[config.mk]
export PLATFORM = sky130hd
export DESIGN_NAME = bme280_sequencer_flat
export DESIGN_NICKNAME = d
export VERILOG_FILES = /design/src/rtl/bme280_sequencer_if.sv /design/src/rtl/bme280_sequencer.sv /design/src/flat_wrapper.sv
export SDC_FILE = /design/constraint.sdc
export NUM_CORES = 1
export LEC_CHECK = 0
export CAP_MARGIN = 20
export CORE_ASPECT_RATIO = 0.7
export CORE_MARGIN = 8
export CORE_UTILIZATION = 55
export CTS_CLUSTER_DIAMETER = 100
export DETAILED_ROUTE_END_ITERATION = 8
export GPL_ROUTABILITY_DRIVEN = 0
export PLACE_DENSITY = 0.81
export REMOVE_ABC_BUFFERS = 1
export SLEW_MARGIN = 10
export SYNTH_ARGS = -nofsm -noshare
export SYNTH_HDL_FRONTEND = slang
export SYNTH_SLANG_ARGS = --single-unit
[constraint.sdc]
create_clock -name clk -period 4.1 [get_ports clk]
set_input_delay 0.615 -clock clk [delete_from_list [all_inputs] [get_ports clk]]
set_output_delay 0.615 -clock clk [all_outputs]
set_load 0.01 [all_outputs]
[src/rtl/bme280_sequencer_if.sv]
// bme280_sequencer_if: sequencer <-> wrapper/host signal bundle.
// master = sequencer side, slave = wrapper and host side.
interface bme280_sequencer_if;
  logic [3:0]  register_selector;
  logic [7:0]  data;
  logic        start;
  logic        continuous;
  logic        busy;
  logic        meas_valid;
  logic [19:0] raw_press;
  logic [19:0] raw_temp;
  logic [15:0] raw_hum;
  logic [7:0]  chip_id;
  logic        id_error;

  modport master (
    input  data, start, continuous,
    output register_selector, busy, meas_valid,
    output raw_press, raw_temp, raw_hum,
    output chip_id, id_error
  );

  modport slave (
    output data, start, continuous,
    input  register_selector, busy, meas_valid,
    input  raw_press, raw_temp, raw_hum,
    input  chip_id, id_error
  );
endinterface

[src/rtl/bme280_sequencer.sv]
// bme280_sequencer: timed BME280 selector sequence and raw burst capture.
// Chip-ID check stage is built only when BME280_ID_CHECK_EN is defined.
module bme280_sequencer #(
  parameter int         TRANSACTION_CYCLES = 200000,
  parameter int         GAP_CYCLES         = 1000,
  parameter int         RESET_WAIT_CYCLES  = 200000,
  parameter int         POLL_CYCLES        = 10000000,
  parameter logic [7:0] EXPECTED_ID        = 8'h60
) (
  input logic                clk,
  input logic                rst,
  bme280_sequencer_if.master bus
);
  typedef enum logic [2:0] {
    IDLE, READ_ID, WRITE_RESET, RESET_WAIT,
    WRITE_CTRL, POLL_WAIT, BURST, DONE
  } state_t;

  localparam logic [31:0] T_LAST = 32'(TRANSACTION_CYCLES - 1);
  localparam logic [31:0] G_LAST = 32'(GAP_CYCLES - 1);
  localparam logic [31:0] W_LAST = 32'(RESET_WAIT_CYCLES - 1);
  localparam logic [31:0] P_LAST = 32'(POLL_CYCLES - 1);

  state_t      state, state_n;
  logic [31:0] cnt, cnt_n;
  logic        gap, gap_n;
  logic [2:0]  idx, idx_n;
  logic [3:0]  sel;
  logic        cap_byte, load_raw;
  logic [55:0] shadow;
  logic [19:0] press_q, temp_q;
  logic [15:0] hum_q;
  logic        valid_q;
`ifdef BME280_ID_CHECK_EN
  logic        cap_id, clr_err;
  logic [7:0]  chip_id_q;
  logic        id_error_q;
`endif

  // state, dwell counter, gap phase and burst index
  always_ff @(posedge clk) begin
    if (rst) begin
      state <= IDLE;
      cnt   <= '0;
      gap   <= 1'b0;
      idx   <= '0;
    end else begin
      state <= state_n;
      cnt   <= cnt_n;
      gap   <= gap_n;
      idx   <= idx_n;
    end
  end

  // next state, selector code and capture strobes
  always_comb begin
    state_n  = state;
    cnt_n    = cnt + 32'd1;
    gap_n    = gap;
    idx_n    = idx;
    sel      = 4'b0000;
    cap_byte = 1'b0;
    load_raw = 1'b0;
`ifdef BME280_ID_CHECK_EN
    cap_id   = 1'b0;
    clr_err  = 1'b0;
`endif
    unique case (state)
      IDLE: begin
        cnt_n = '0;
        if (bus.start) begin
          gap_n = 1'b0;
          idx_n = '0;
`ifdef BME280_ID_CHECK_EN
          clr_err = 1'b1;
          state_n = READ_ID;
`else
          state_n = WRITE_RESET;
`endif
        end
      end
      READ_ID, WRITE_RESET, WRITE_CTRL, BURST: begin
        if (!gap) begin
          unique case (1'b1)
            state == READ_ID:     sel = 4'b0001;
            state == WRITE_RESET: sel = 4'b0111;
            state == WRITE_CTRL:  sel = 4'b0101;
            default:              sel = {1'b1, idx};
          endcase
          if (cnt == T_LAST) begin
            cnt_n = '0;
            gap_n = 1'b1;
            if (state == BURST) begin
              cap_byte = 1'b1;
              if (idx == 3'd7) begin
                state_n  = DONE;
                gap_n    = 1'b0;
                load_raw = 1'b1;
              end
            end
`ifdef BME280_ID_CHECK_EN
            if (state == READ_ID) begin
              cap_id = 1'b1;
              if (bus.data != EXPECTED_ID) begin
                state_n = IDLE;
                gap_n   = 1'b0;
              end
            end
`endif
          end
        end else if (cnt == G_LAST) begin
          cnt_n = '0;
          gap_n = 1'b0;
          unique case (1'b1)
            state == READ_ID:     state_n = WRITE_RESET;
            state == WRITE_RESET: state_n = RESET_WAIT;
            state == WRITE_CTRL:  state_n = POLL_WAIT;
            default:              idx_n = idx + 3'd1;
          endcase
        end
      end
      RESET_WAIT: begin
        if (cnt == W_LAST) begin
          cnt_n   = '0;
          state_n = WRITE_CTRL;
        end
      end
      POLL_WAIT: begin
        if (cnt == P_LAST) begin
          cnt_n   = '0;
          gap_n   = 1'b0;
          idx_n   = '0;
          state_n = BURST;
        end
      end
      DONE: begin
        if (cnt == G_LAST) begin
          cnt_n   = '0;
          state_n = bus.continuous ? POLL_WAIT : IDLE;
        end
      end
      default: state_n = IDLE;
    endcase
  end

  // burst shadow bytes and published raw words
  always_ff @(posedge clk) begin
    if (rst) begin
      shadow  <= '0;
      press_q <= '0;
      temp_q  <= '0;
      hum_q   <= '0;
      valid_q <= 1'b0;
    end else begin
      valid_q <= load_raw;
      if (cap_byte)
        shadow <= {shadow[47:0], bus.data};
      if (load_raw) begin
        press_q <= {shadow[55:40], shadow[39:36]};
        temp_q  <= {shadow[31:16], shadow[15:12]};
        hum_q   <= {shadow[7:0], bus.data};
      end
    end
  end

`ifdef BME280_ID_CHECK_EN
  // chip ID capture and sticky mismatch flag
  always_ff @(posedge clk) begin
    if (rst) begin
      chip_id_q  <= '0;
      id_error_q <= 1'b0;
    end else begin
      if (clr_err)
        id_error_q <= 1'b0;
      if (cap_id) begin
        chip_id_q <= bus.data;
        if (bus.data != EXPECTED_ID)
          id_error_q <= 1'b1;
      end
    end
  end

  assign bus.chip_id  = chip_id_q;
  assign bus.id_error = id_error_q;
`else
  assign bus.chip_id  = '0;
  assign bus.id_error = 1'b0;
`endif

  assign bus.register_selector = sel;
  assign bus.busy              = (state != IDLE);
  assign bus.meas_valid        = valid_q;
  assign bus.raw_press         = press_q;
  assign bus.raw_temp          = temp_q;
  assign bus.raw_hum           = hum_q;
endmodule

[src/flat_wrapper.sv]
// flat-port wrapper written by rule: the top's interface ports become plain ports
module bme280_sequencer_flat 
#(
  parameter int         TRANSACTION_CYCLES = 200000,
  parameter int         GAP_CYCLES         = 1000,
  parameter int         RESET_WAIT_CYCLES  = 200000,
  parameter int         POLL_CYCLES        = 10000000,
  parameter logic [7:0] EXPECTED_ID        = 8'h60
)
  (clk, rst, bus_data, bus_start, bus_continuous, bus_register_selector, bus_busy, bus_meas_valid, bus_raw_press, bus_raw_temp, bus_raw_hum, bus_chip_id, bus_id_error);
  bme280_sequencer_if bus_i ();
  input logic clk;
  input logic rst;
  input wire logic [$bits(bus_i.data)-1:0] bus_data;
  input wire logic [$bits(bus_i.start)-1:0] bus_start;
  input wire logic [$bits(bus_i.continuous)-1:0] bus_continuous;
  output wire logic [$bits(bus_i.register_selector)-1:0] bus_register_selector;
  output wire logic [$bits(bus_i.busy)-1:0] bus_busy;
  output wire logic [$bits(bus_i.meas_valid)-1:0] bus_meas_valid;
  output wire logic [$bits(bus_i.raw_press)-1:0] bus_raw_press;
  output wire logic [$bits(bus_i.raw_temp)-1:0] bus_raw_temp;
  output wire logic [$bits(bus_i.raw_hum)-1:0] bus_raw_hum;
  output wire logic [$bits(bus_i.chip_id)-1:0] bus_chip_id;
  output wire logic [$bits(bus_i.id_error)-1:0] bus_id_error;
  assign bus_i.data = bus_data;
  assign bus_i.start = bus_start;
  assign bus_i.continuous = bus_continuous;
  assign bus_register_selector = bus_i.register_selector;
  assign bus_busy = bus_i.busy;
  assign bus_meas_valid = bus_i.meas_valid;
  assign bus_raw_press = bus_i.raw_press;
  assign bus_raw_temp = bus_i.raw_temp;
  assign bus_raw_hum = bus_i.raw_hum;
  assign bus_chip_id = bus_i.chip_id;
  assign bus_id_error = bus_i.id_error;
  bme280_sequencer #(.TRANSACTION_CYCLES(TRANSACTION_CYCLES), .GAP_CYCLES(GAP_CYCLES), .RESET_WAIT_CYCLES(RESET_WAIT_CYCLES), .POLL_CYCLES(POLL_CYCLES), .EXPECTED_ID(EXPECTED_ID)) u_core (.clk(clk), .rst(rst), .bus(bus_i));
endmodule
# Yosys cells after proc, flatten, opt, wreduce, memory -nomap -nowiden
# Index checks and enable logic that the tools add are counted.
[word_totals]
ff_bits = 152
input_bits = 12
elab_cells = 85
[op_classes]
add_sub_neg = 2
eq_ne = 23
muxes = 43
n_reduce_logical = 8
[ops]
columns = ["operator", "count"]
rows = [
  ["case mux 32 bit (5 select lines)", 1],
  ["two-way mux 32 bit", 4],
  ["two-way mux 3 bit", 15],
  ["adder 32 x 1 -> 32 bit (second input constant)", 1],
  ["== test 32 x 10 -> 1 bit (second input constant)", 1],
  ["== test 32 x 18 -> 1 bit (second input constant)", 1],
  ["== test 32 x 24 -> 1 bit (second input constant)", 1],
  ["case mux 3 bit (3 select lines)", 2],
  ["two-way mux 1 bit", 16],
  ["== test 3 bit (second input constant)", 5],
  ["case mux 3 bit (5 select lines)", 1],
  ["case mux 4 bit (3 select lines)", 1],
  ["inequality test 2 x 1 -> 1 bit (second input constant)", 5],
  ["inequality test 3 x 1 -> 1 bit (second input constant)", 3],
  ["AND reduction 9 bit", 1],
  ["two-way mux 4 bit", 2],
  ["== test 3 x 2 -> 1 bit (second input constant)", 2],
  ["AND reduction 6 bit", 1],
  ["nonzero test 3 bit", 2],
  ["inequality test 5 bit (second input constant)", 1],
  ["inequality test 2 bit (second input constant)", 2],
  ["OR reduction 4 bit", 1],
  ["adder 3 x 1 -> 3 bit (second input constant)", 1],
  ["== test 3 x 1 -> 1 bit (second input constant)", 1],
  ["5 further kinds", 5],
]

# Depth between registers and ports, before layout
# Gate-level depths: netlist of run 1.
[depth]
word_depth = 6
ltp_mapped = 9
mapped_depth_nobuf = 7

# Worst setup path after synthesis of run 1
# No wires, ideal clock.
[synth_timing]
path_type = "register to register"
start = "register u_core.cnt[18]"
end = "register u_core.idx[2]"
t_arrival_ns = 2.608
t_required_ns = 4.029
setup_slack_ns = 1.421
path_stages_with_launch = 7
cell_sequence = "dfxtp_1 or4_1 or4_4 or4_4 o21a_1 or4b_1 a21oi_1"
[synth_between]
elab_chain_cells = 3
word_cells_on_any_way = 5
cone_classes = "4 x eq/ne; 1 x reduce/logical"
[synth_rtl]
columns = ["element", "line_no", "text"]
rows = [
  ["start: declaration", "bme280_sequencer.sv:25", "logic [31:0] cnt, cnt_n;"],
  ["start signal: assignment", "bme280_sequencer.sv:49", "cnt <= cnt_n;"],
  ["== test 32 x 10 -> 1 bit / == test 32 x 24 -> 1 bit (equally long branches)", "bme280_sequencer.sv:111, bme280_sequencer.sv:129", ""],
  ["inequality test 2 x 1 -> 1 bit (no line)", "n/a", ""],
  ["AND reduction 6 bit (no line) (*)", "n/a", ""],
  ["end signal: assignment", "bme280_sequencer.sv:51", "idx <= idx_n;"],
  ["end: declaration", "bme280_sequencer.sv:27", "logic [2:0] idx, idx_n;"],
]
# Mark *: on every way between the ends. The rest lies on a longest branch, timed or not.
# A chain may end at the register's enable or synchronous reset.

# Worst setup path in the final report of run 1
[layout_timing]
start = "register u_core.cnt[18]"
end = "register u_core.temp_q[12] (netlist: u_core.bus.raw_temp[12])"
[layout_between]
elab_chain_cells = 4
[layout_rtl]
columns = ["element", "line_no", "text"]
rows = [
  ["== test 32 x 18 -> 1 bit", "bme280_sequencer.sv:90", "if (cnt == T_LAST) begin"],
  ["two-way mux 1 bit", "bme280_sequencer.sv:90", ""],
  ["two-way mux 1 bit", "bme280_sequencer.sv:83", "if (!gap) begin"],
  ["two-way mux 1 bit", "bme280_sequencer.sv:68", "unique case (state)"],
  ["end signal: assignment", "bme280_sequencer.sv:160", "temp_q <= {shadow[31:16], shadow[15:12]};"],
  ["end: declaration", "bme280_sequencer.sv:31", "logic [19:0] press_q, temp_q;"],
]
# No other way between the ends.

==> qor.yml, run 1 <==
worst_hold_path:
  worst_hold_path.endpoint: "u_core.shadow[34]$_SDFFE_PP0P_"
  min-delay-start: "u_core.shadow[34]$_SDFFE_PP0P_"
  hold_path_depth: 2
  hp-class: "flip-flop to flip-flop"
place:
  hpwl_mm: 9.161
  pre_cts_slack_ns: 0.8727
  io_buffer_count: 73
  dpl_cell_area_um2: 6829
route:
  wl_mm: 14.56
  drc_errors: 0
  final_antenna_net_count: 0
  drt-initial-drc-count: 511
  wl_per_cell_um: 14.63
  drt_first_pass_iters: 5
  viasPerCell: 5.452
  routed-via-count: 5425
synth:
  yosysWarnings: 0
  syn_avg_cell_area_um2: 7.792
  yosysUniqueCellTypes: 45
  synth_seq_area_share_pct: 49.94
  async_reset_ff_share_pct: 0
  synth.cell_area_um2: 6093
  synthCells: 782
  synthFlopType: "dfxtp_1"
  synth_edf_count: 0
  ys_seq_elements: 152
run:
  cap_violations: 0
clock_network:
  cts_sinks: 152
  cts_buffers: 17
  postCtsSetupRepairBufs: 0
  clkLatencyLatePin_ns: 0.42
  cts_tree: "yes"
  post_cts_resized: 0
  clock-root-buffer: "clkbuf_16"
  ctsHoldBuffers: 0
  ctsLongestPathBuffers: 2
  clk_pin_slew_ns: 0.06
  ctsHtreeMaxLevel: 4
sta:
  fin_crit_sh_pct: 80.54
  skew_ns: 0.008239
  slew_violations: 0
  rsz0062_at_grt: "false"
  worst_pin_slew_ns: 1.067
  setup_viol: 0
  fin_tns_setup_ns: 0
  worst_hold_slack_ns: 0.4504
  final.min_clock_period_ns: 3.302
  relSlewSlack_pct: 28.84
  fmax_ghz: 0.3028
  fin_ws_ns: 0.7979
  hold_viol: 0
cells_and_area:
  diodes: 0
  layout_commonest_cell: "nand2_1"
  fillers: 858
  final_cell_mix: "nand2_1 (251), dfxtp_1 (152), a21oi_1 (124)"
  areaGrowthSynthToFinish_pct: 21.75
  drive_above_1_share_pct: 5.344
  fin_nets: 844
  fin_area_um2: 7418
  multi_input_area_um2: 2791
  seqCellArea_um2: 3043
power:
  leakagePower_nw: 2.374
  cellPowerDensity_nw_per_um2: 463.0
  peakVddDrop_uv: 356.1
die:
  start_util_pct: 55.95
  io_pins: 83
  die_y_um: 104.1
  fp.coreArea_um2: 10890
  rows: 32
  dieArea_um2: 14760
  dieWidth_um: 141.8
worst_setup_path:
  reg2reg_to: "u_core.bus.raw_temp[12]$_SDFFE_PP0P_"
  end_kind: "flip-flop"
  cp-start-kind: "flip-flop"
  crit_required_ns: 4.43
  critPathKind: "flip-flop to flip-flop"
  ff2ff_path_depth: 8
  arrival_ns: 3.64
  cp_max_fo: 38
  rr_startpoint: "u_core.cnt[18]$_SDFF_PP0_"
  r2r_slack_ns: 0.80
global_route:
  antenna_found_initial: 0
  grt_use_total_pct: 19.99
  grt_pass1_vias: 5308
  grt_max_degree: 92
  overflow: 0
  grt_pass1_wl_mm: 24.59
run_status:
  status: "finished, final reports clean"
## metal layers
| metal | global-route usage (%) | wire [um] | vias to the layer above | part of all wire [%] |
|---|---|---|---|---|
| met1 | 24.23 | 6488 | 2504 | 45 |
| met3 | 6.602 | 1009 | 30 | 6.9 |
| met2 | 33.00 | 6838 | 206 | 47 |
| li1 | - | - | 2685 | - |
| met5 | 0 | 0 | - | 0 |
| met4 | 5.882 | 223 | 0 | 1.5 |
## stage by stage
| step | instances | util, % | power (mW) |
|---|---|---|---|
| after detailed placement | 963 | 62.71 | 1.921 |
| after floorplan | 731 | - | 1.769 |
| after global placement | 963 | 62.71 | 1.913 |
| final | 995 | 68.12 | 3.435 |
| after CTS | 995 | 68.12 | 3.443 |
| after global routing | 995 | 68.12 | 3.559 |
## cells in the mapped netlist (all sizes together), types with 3 or more instances
cell type / n / share of area (%)
a21oi: 124 / 10
and2: 4 / 0.41
and4: 4 / 0.57
buf: 21 / 2.1
clkbuf: 38 / 2.3
dfxtp: 152 / 50
ha: 3 / 0.62
inv: 8 / 0.49
nand2: 252 / 16
nand2b: 4 / 0.41
nand3: 12 / 0.99
nand3b: 3 / 0.37
nand4: 9 / 0.92
nor2: 44 / 2.7
nor3: 12 / 0.99
nor4: 12 / 1.2
o21ai: 12 / 0.99
or3: 7 / 0.72
or4: 6 / 0.86
or4b: 4 / 0.66
xnor2: 12 / 1.7
xor2: 15 / 2.2
## logic make-up after synthesis
logic type / synth area share, %
and+or+nand+nor: 27.31
DFF: 49.94
AOI/OAI and AO/OA: 13.12
buffers and inverters: 4.907
xor gates and xnor gates: 3.881
adders and majority gates: 0.6161
other: 0.06154
muxes: 0.1643
## how the worst max path moves through the flow
| stage | start | end | slack (ns) |
|---|---|---|---|
| floorplan | u_core.cnt[18]$_SDFF_PP0_ | u_core.bus.raw_hum[0]$_SDFFE_PP0P_ | -3.97 |
| detailed placement | u_core.cnt[18]$_SDFF_PP0_ | u_core.bus.raw_temp[12]$_SDFFE_PP0P_ | 0.87 |
| global placement | u_core.cnt[18]$_SDFF_PP0_ | u_core.bus.raw_temp[15]$_SDFFE_PP0P_ | 1.0 |
| finish | u_core.cnt[18]$_SDFF_PP0_ | u_core.bus.raw_temp[12]$_SDFFE_PP0P_ | 0.80 |
| CTS | u_core.cnt[18]$_SDFF_PP0_ | u_core.bus.raw_temp[12]$_SDFFE_PP0P_ | 0.83 |
| global route | u_core.cnt[10]$_SDFF_PP0_ | u_core.bus.raw_temp[19]$_SDFFE_PP0P_ | 0.57 |
## worst max-delay path, cell delays in order, from the launching register on
cell     delay, ns
dfxtp_1       0.35
or4b_1        0.59
or4_1         0.60
nor4_2        0.20
buf_4         0.30
and2_2        0.42
buf_4         0.45
nand2_1       0.12
a21oi_1       0.16
## cell type report
class | count | share of cell area, %
well taps | 153 | 2.581
clock buffers | 18 | 5.920
inverters | 8 | 0.4048
clock inverters | 14 | 2.024
multi-input cells | 571 | 37.63
repair buffers | 79 | 10.42
flip-flops and latches | 152 | 41.02
## power by group
part           switching, mW  internal, mW  leakage, nW
combinational          0.210         0.148        0.862
clock                  0.620         0.916        0.288
sequential            0.0499          1.49         1.22
total                  0.879          2.56         2.37
## flip-flops by register name, indices dropped and copies added (netlist names)
name,count
u_core.idx,3
u_core.gap,1
u_core.bus.raw_press,20
u_core.bus.raw_hum,16
u_core.shadow,56
u_core.cnt,32
u_core.bus.raw_temp,20
u_core.state,3
u_core.bus.meas_valid,1
Power figures use the tool's default switching activity.
==> run 2: changes to the inputs <==
- CORE_UTILIZATION: 55 -> 49
- PLACE_DENSITY: 0.81 -> 0.76
- clock period: 4.1 -> 2.7 ns (I/O delays scaled with it)
==> qor.yml, run 2 (synthesis gave the netlist of run 1 again) <==
sta:
  fin_crit_sh_pct: 101.2  # +21 points
  slew_violations: 0  # unchanged
  worst_pin_slew_ns: 0.6209  # -0.4465 ns
  fin_ws_ns: -0.03237  # -0.8303 ns
  fmax_ghz: 0.3660  # +21%
  hold_viol: 0  # unchanged
  relSlewSlack_pct: 58.17  # +29 points
  final.min_clock_period_ns: 2.732  # -0.5697 ns
  setup_viol: 2  # +2
  rsz0062_at_grt: "true"
  fin_tns_setup_ns: -0.04024  # -0.04024 ns
  skew_ns: 0.009896  # +0.001657 ns
die:
  start_util_pct: 49.56  # -6.4 points
  fp.coreArea_um2: 12290  # +13%
  dieWidth_um: 149.3  # +5.3%
  die_y_um: 109.3  # +5.0%
  io_pins: 83  # unchanged
  dieArea_um2: 16320  # +11%
  rows: 34  # +6.3%
worst_hold_path:
  hold_path_depth: 2  # unchanged
  hp-class: "flip-flop to flip-flop"
run_status:
  status: "complete, but fails checks"
  violations: "setup timing"
worst_setup_path:
  cp_max_fo: 3  # -92%
  crit_path_top_delay_cell: "or4_4"
  critical_path_buf_inv_count: 0  # -2
  crit_top_cell: "or4_4"
  crit_chain: "or4_4, or4_4, or4_4, o21a_1, or4b_4, a21oi_2"
  ff2ff_path_depth: 6  # -2
  arrival_ns: 3.08  # -0.56 ns
  cp.depth: 6  # -2
  crit_family: "simple AND/OR/NAND/NOR gates"
  crit_required_ns: 3.04  # -1.39 ns
  cp-start-kind: "flip-flop"
  critPathKind: "flip-flop to flip-flop"
  cpPeakStageDelay_ns: 0.54  # -0.06 ns
  end_kind: "flip-flop"
route:
  final_antenna_net_count: 0  # unchanged
  drt_first_pass_iters: 5  # unchanged
  drc_errors: 0  # unchanged
  viasPerCell: 5.343  # -2.0%
  wl_per_cell_um: 15.04  # +2.8%
  drt-initial-drc-count: 524  # +2.5%
  wl_mm: 15.70  # +7.8%
  routed-via-count: 5578  # +2.8%
global_route:
  grt_use_total_pct: 17.84  # -2.1 points
  grt_pass1_vias: 4955  # -6.7%
  grt_max_degree: 121  # +32%
  antenna_found_initial: 0  # unchanged
  overflow: 0  # unchanged
  grt_pass1_wl_mm: 23.83  # -3.1%
cells_and_area:
  layout.cells.non_filler: 1044  # +4.9%
  fin_nets: 884  # +4.7%
  layout_commonest_cell: "nand2_1"
  reg_top3: "u_core.shadow (56), u_core.cnt (32)"
  largest_reg_flops: 56  # unchanged
  areaGrowthSynthToFinish_pct: 31.09
  multi_input_area_um2: 2848  # +2.0%
  final_cell_mix: "nand2_1 (251), dfxtp_1 (151), a21oi_1 (121)"
  fillers: 1045  # +22%
  diodes: 0  # unchanged
  seqCellArea_um2: 3044  # about the same
  top_register: "u_core.shadow"
  drive_above_1_share_pct: 10.77  # +5.4 points
power:
  leakagePower_nw: 2.659  # +12%
  totalPowerFinal_mw: 5.410  # +58%
  cellPowerDensity_nw_per_um2: 677.3  # +46%
  peakVddDrop_uv: 486.3  # +37%
clock_network:
  clock-root-buffer: "clkbuf_16"
  cts_buffers: 17  # unchanged
  cts_tree: "yes"
  clkLatencyLatePin_ns: 0.42  # about the same
  clk_pin_slew_ns: 0.06  # about the same
  ctsLongestPathBuffers: 2  # unchanged
  cts_sinks: 152  # unchanged
  ctsHoldBuffers: 0  # unchanged
  ctsHtreeMaxLevel: 4  # unchanged
run:
  cap_violations: 0  # unchanged
place:
  dp.cells: 998  # +3.6%
  pre_cts_slack_ns: -0.04232  # -0.9150 ns
  io_buffer_count: 73  # unchanged
  hpwl_mm: 9.279  # +1.3%
[run 2: cell count changes in the layout (fill, tap and decap cells not counted), moves of 3 or more]
cell	change
buf_12	+6
clkbuf_16	+5
a21oi_2	+3
a21oi_1	-3
buf_4	+23
buf_6	+5
inv_6	+5
clkinv_2	-4
[run 2: routing by layer]
layer / up-vias / global-route usage, % / part of all wire (%)
met3: 14 / 5.715 / 7.9
li1: 2783 / - / -
met4: 0 / 5.312 / 0.85
met5: - / 0 / 0
met2: 195 / 25.92 / 43
met1: 2586 / 24.86 / 48
[run 2: worst register-to-register path, delay by kind of cell (launching register included)]
family	cells	cell delay, ns
AOI/OAI and AO/OA	2	0.35
DFF	1	0.32
and+or+nand+nor	4	2.00
[run 2: area by class of cell]
| cell class | count | share of cell area [%] |
|---|---|---|
| clock buffers | 18 | 5.498 |
| clock inverters | 14 | 2.209 |
| inverters | 8 | 0.3759 |
| multi-input cells | 572 | 35.65 |
| flip-flops and latches | 152 | 38.11 |
| well taps | 162 | 2.538 |
| repair buffers | 118 | 15.62 |
[run 2: report_power, final]
group,internal [mW],switching [mW]
sequential,2.26,0.0235
clock,1.43,1.02
combinational,0.278,0.397
total,3.97,1.44
[run 2: stage by stage]
step	utilization [%]	hold WS, ns	instance area (um2)
6_report	64.97	0.4499	7988
4_1_cts	63.07	0.4531	7754
3_5_place_dp	57.84	0.4447	7111
2_1_floorplan	-	0.4260	5854
5_1_grt	64.97	0.4682	7988
3_3_place_gp	57.84	0.4385	7111
[run 2: final timing paths]
| check | startpoint | slack (ns) | to |
|---|---|---|---|
| hold / removal | u_core.bus.raw_press[2]$_SDFFE_PP0P_ | 0.45 | u_core.bus.raw_press[2]$_SDFFE_PP0P_ |
| hold reg to reg | u_core.bus.raw_press[2]$_SDFFE_PP0P_ | 0.45 | u_core.bus.raw_press[2]$_SDFFE_PP0P_ |
| setup reg to reg | u_core.cnt[18]$_SDFF_PP0_ | -0.03 | u_core.idx[2]$_SDFFE_PP0P_ |
| setup / recovery | u_core.cnt[18]$_SDFF_PP0_ | -0.03 | u_core.idx[2]$_SDFFE_PP0P_ |
[run 2: what timing repair did]
action | in CTS | in global routing
pin swaps | 3 | 11
setup buffers | 1 | 3
gates resized for setup | 4 | 9
gates cloned | 0 | 10
setup endpoints to repair | 65 | 89
hold endpoints to repair | 0 | 0
==> run 3: changes to the inputs <==
- RECOVER_POWER: unset -> 50
==> qor.yml, run 3 (synthesis gave the netlist of run 1 again) <==
worst_setup_path:
  crit_path_top_delay_cell: "or4_4"
  end_kind: "flip-flop"
  critPathKind: "flip-flop to flip-flop"
  r2r_slack_ns: -0.03  # about the same
  cp-start-kind: "flip-flop"
  crit_top_cell: "or4_4"
  cpPeakStageDelay_ns: 0.54  # about the same
  cp_max_fo: 3  # unchanged
  ff2ff_path_depth: 6  # unchanged
  startpoint: "u_core.cnt[18]$_SDFF_PP0_"
  endpoint: "u_core.idx[2]$_SDFFE_PP0P_"
  arrival_ns: 3.08  # about the same
  crit_required_ns: 3.04  # about the same
  reg2reg_to: "u_core.idx[2]$_SDFFE_PP0P_"
  rr_startpoint: "u_core.cnt[18]$_SDFF_PP0_"
  crit_chain: "or4_4, or4_4, or4_4, o21a_1, or4b_4, a21oi_2"
sta:
  fin_crit_sh_pct: 101.2  # about the same
  worst_pin_slew_ns: 0.7883  # +0.1675 ns
  relSlewSlack_pct: 47.44  # -11 points
  fmax_ghz: 0.3658  # about the same
  setup_viol: 2  # unchanged
  fin_ws_ns: -0.03363  # -0.001257 ns
  final.min_clock_period_ns: 2.734  # +0.001257 ns
  hold_viol: 0  # unchanged
  slew_violations: 0  # unchanged
  worst_hold_slack_ns: 0.4471  # -0.002857 ns
  fin_tns_setup_ns: -0.03700  # +0.003235 ns
  rsz0062_at_grt: "true"
  skew_ns: 0.01195  # +0.002055 ns
global_route:
  grt_use_total_pct: 17.84  # unchanged
  antenna_found_initial: 0  # unchanged
  grt_pass1_vias: 4955  # unchanged
  overflow: 0  # unchanged
  grt_max_degree: 121  # unchanged
  grt_pass1_wl_mm: 23.83  # unchanged
power:
  p_sw_mw: 1.449  # +0.64%
  peakVddDrop_uv: 478.7  # -1.6%
  clock_power_share_pct: 45.3  # about the same
  pwr-share-seq_pct: 42.3  # about the same
  comb_power_share_pct: 12.4  # about the same
  p_int_mw: 3.958  # -0.30%
  cellPowerDensity_nw_per_um2: 678.7  # +0.20%
  switching_share_pct: 26.80  # +0.18 points
  leakagePower_nw: 2.845  # +7.0%
run_status:
  violations: "setup timing"
  status: "complete, but fails checks"
cells_and_area:
  final_cell_mix: "nand2_1 (251), dfxtp_1 (151), a21oi_1 (121)"
  top_register: "u_core.shadow"
  reg_top3: "u_core.shadow (56), u_core.cnt (32)"
  layout_commonest_cell: "nand2_1"
  fin_nets: 884  # unchanged
  drive_above_1_share_pct: 10.20  # -0.57 points
  areaGrowthSynthToFinish_pct: 30.76
  diodes: 0  # unchanged
  largest_reg_flops: 56  # unchanged
route:
  drc_errors: 0  # unchanged
  wl_per_cell_um: 15.05  # +0.10%
  final_antenna_net_count: 0  # unchanged
  drt-initial-drc-count: 532  # +1.5%
  drt_first_pass_iters: 6  # +1
  viasPerCell: 5.344  # about the same
  wl_mm: 15.71  # +0.10%
  routed-via-count: 5579  # +0.018%
run:
  cap_violations: 0  # unchanged
clock_network:
  clkLatencyLatePin_ns: 0.42  # about the same
  ctsLongestPathBuffers: 2  # unchanged
  clk_pin_slew_ns: 0.07  # about the same
  cts_tree: "yes"
  ctsHoldBuffers: 0  # unchanged
  cts_buffers: 17  # unchanged
  ctsHtreeMaxLevel: 4  # unchanged
  clock-root-buffer: "clkbuf_16"
  cts_sinks: 152  # unchanged
die:
  fp.coreArea_um2: 12290  # unchanged
  rows: 34  # unchanged
  dieArea_um2: 16320  # unchanged
  io_pins: 83  # unchanged
  die_y_um: 109.3  # unchanged
  start_util_pct: 49.56  # unchanged
  dieWidth_um: 149.3  # unchanged
place:
  hpwl_mm: 9.279  # unchanged
  io_buffer_count: 73  # unchanged
worst_hold_path:
  hp-class: "flip-flop to flip-flop"
  hold_path_depth: 2  # unchanged
[run 3: cell types whose count changed in the layout (fill, tap and decap cells not counted), sizes merged]
cell	change
buf	-4
clkbuf	+4
clkdlybuf4s50	-59
dlygate4sd3	+59
[run 3: how the worst min path moves through the flow]
stage,start,to,slack (ns)
5_1_grt,u_core.bus.raw_press[12]$_SDFFE_PP0P_,u_core.bus.raw_press[12]$_SDFFE_PP0P_,0.47
3_5_place_dp,u_core.shadow[52]$_SDFFE_PP0P_,u_core.shadow[52]$_SDFFE_PP0P_,0.44
3_3_place_gp,u_core.bus.raw_hum[6]$_SDFFE_PP0P_,u_core.bus.raw_hum[6]$_SDFFE_PP0P_,0.44
6_report,u_core.bus.raw_press[2]$_SDFFE_PP0P_,u_core.bus.raw_press[2]$_SDFFE_PP0P_,0.45
2_1_floorplan,u_core.shadow[10]$_SDFFE_PP0P_,u_core.shadow[10]$_SDFFE_PP0P_,0.43
4_1_cts,u_core.shadow[33]$_SDFFE_PP0P_,u_core.shadow[33]$_SDFFE_PP0P_,0.45
[run 3: area by class of cell]
cell class              instances  area [um2]
clock buffers                  18       439.2
clock inverters                14       176.4
fillers                      1051        4327
inverters                       8       30.03
multi-input cells             572        2843
flip-flops and latches        152        3044
well taps                     162       202.7
repair buffers                118        1232
[run 3: power groups by stage]
stage                     clock, mW  combinational [mW]  sequential [mW]
after floorplan                   0               0.320             2.37
after global placement            0               0.632             2.34
after detailed placement          0               0.630             2.34
after CTS                      2.48               0.655             2.29
after global routing           2.60               0.717             2.29
final                          2.45               0.669             2.29
[run 3: through the flow]
step	instances	util (%)	setup slack, ns	cell area [um2]	total power, mW
after global placement	998	57.84	0.01402	7111	2.968
final	1044	64.81	-0.03363	7968	5.407
after global routing	1044	64.81	-0.08282	7968	5.603
after detailed placement	998	57.84	-0.04232	7111	2.968
after CTS	1031	63.07	-0.02737	7754	5.423
after floorplan	731	-	-5.371	5854	2.686
[run 3: layer usage]
layer / wire length (um) / global-route usage [%] / vias to the layer above / part of all wire [%]
li1: - / - / 2792 / -
met1: 7544 / 24.86 / 2558 / 48
met2: 6717 / 25.92 / 216 / 43
met3: 1319 / 5.715 / 13 / 8.4
met4: 133 / 5.312 / 0 / 0.85
met5: 0 / 0 / - / 0
[run 3: critical path: cells and delay by family, from the launching register on]
family	cells	cell delay (ns)
AND/OR/NAND/NOR	4	2.00
AO/OA/AOI/OAI	2	0.35
flip-flops	1	0.32
[run 3: timing repair]
| action | 4_1_cts | 5_1_grt |
|---|---|---|
| gates resized for setup | 4 | 9 |
| endpoints found under the setup margin | 65 | 89 |
| buffers inserted | 1 | 3 |
| pin swaps | 3 | 11 |
| cloned | 0 | 10 |
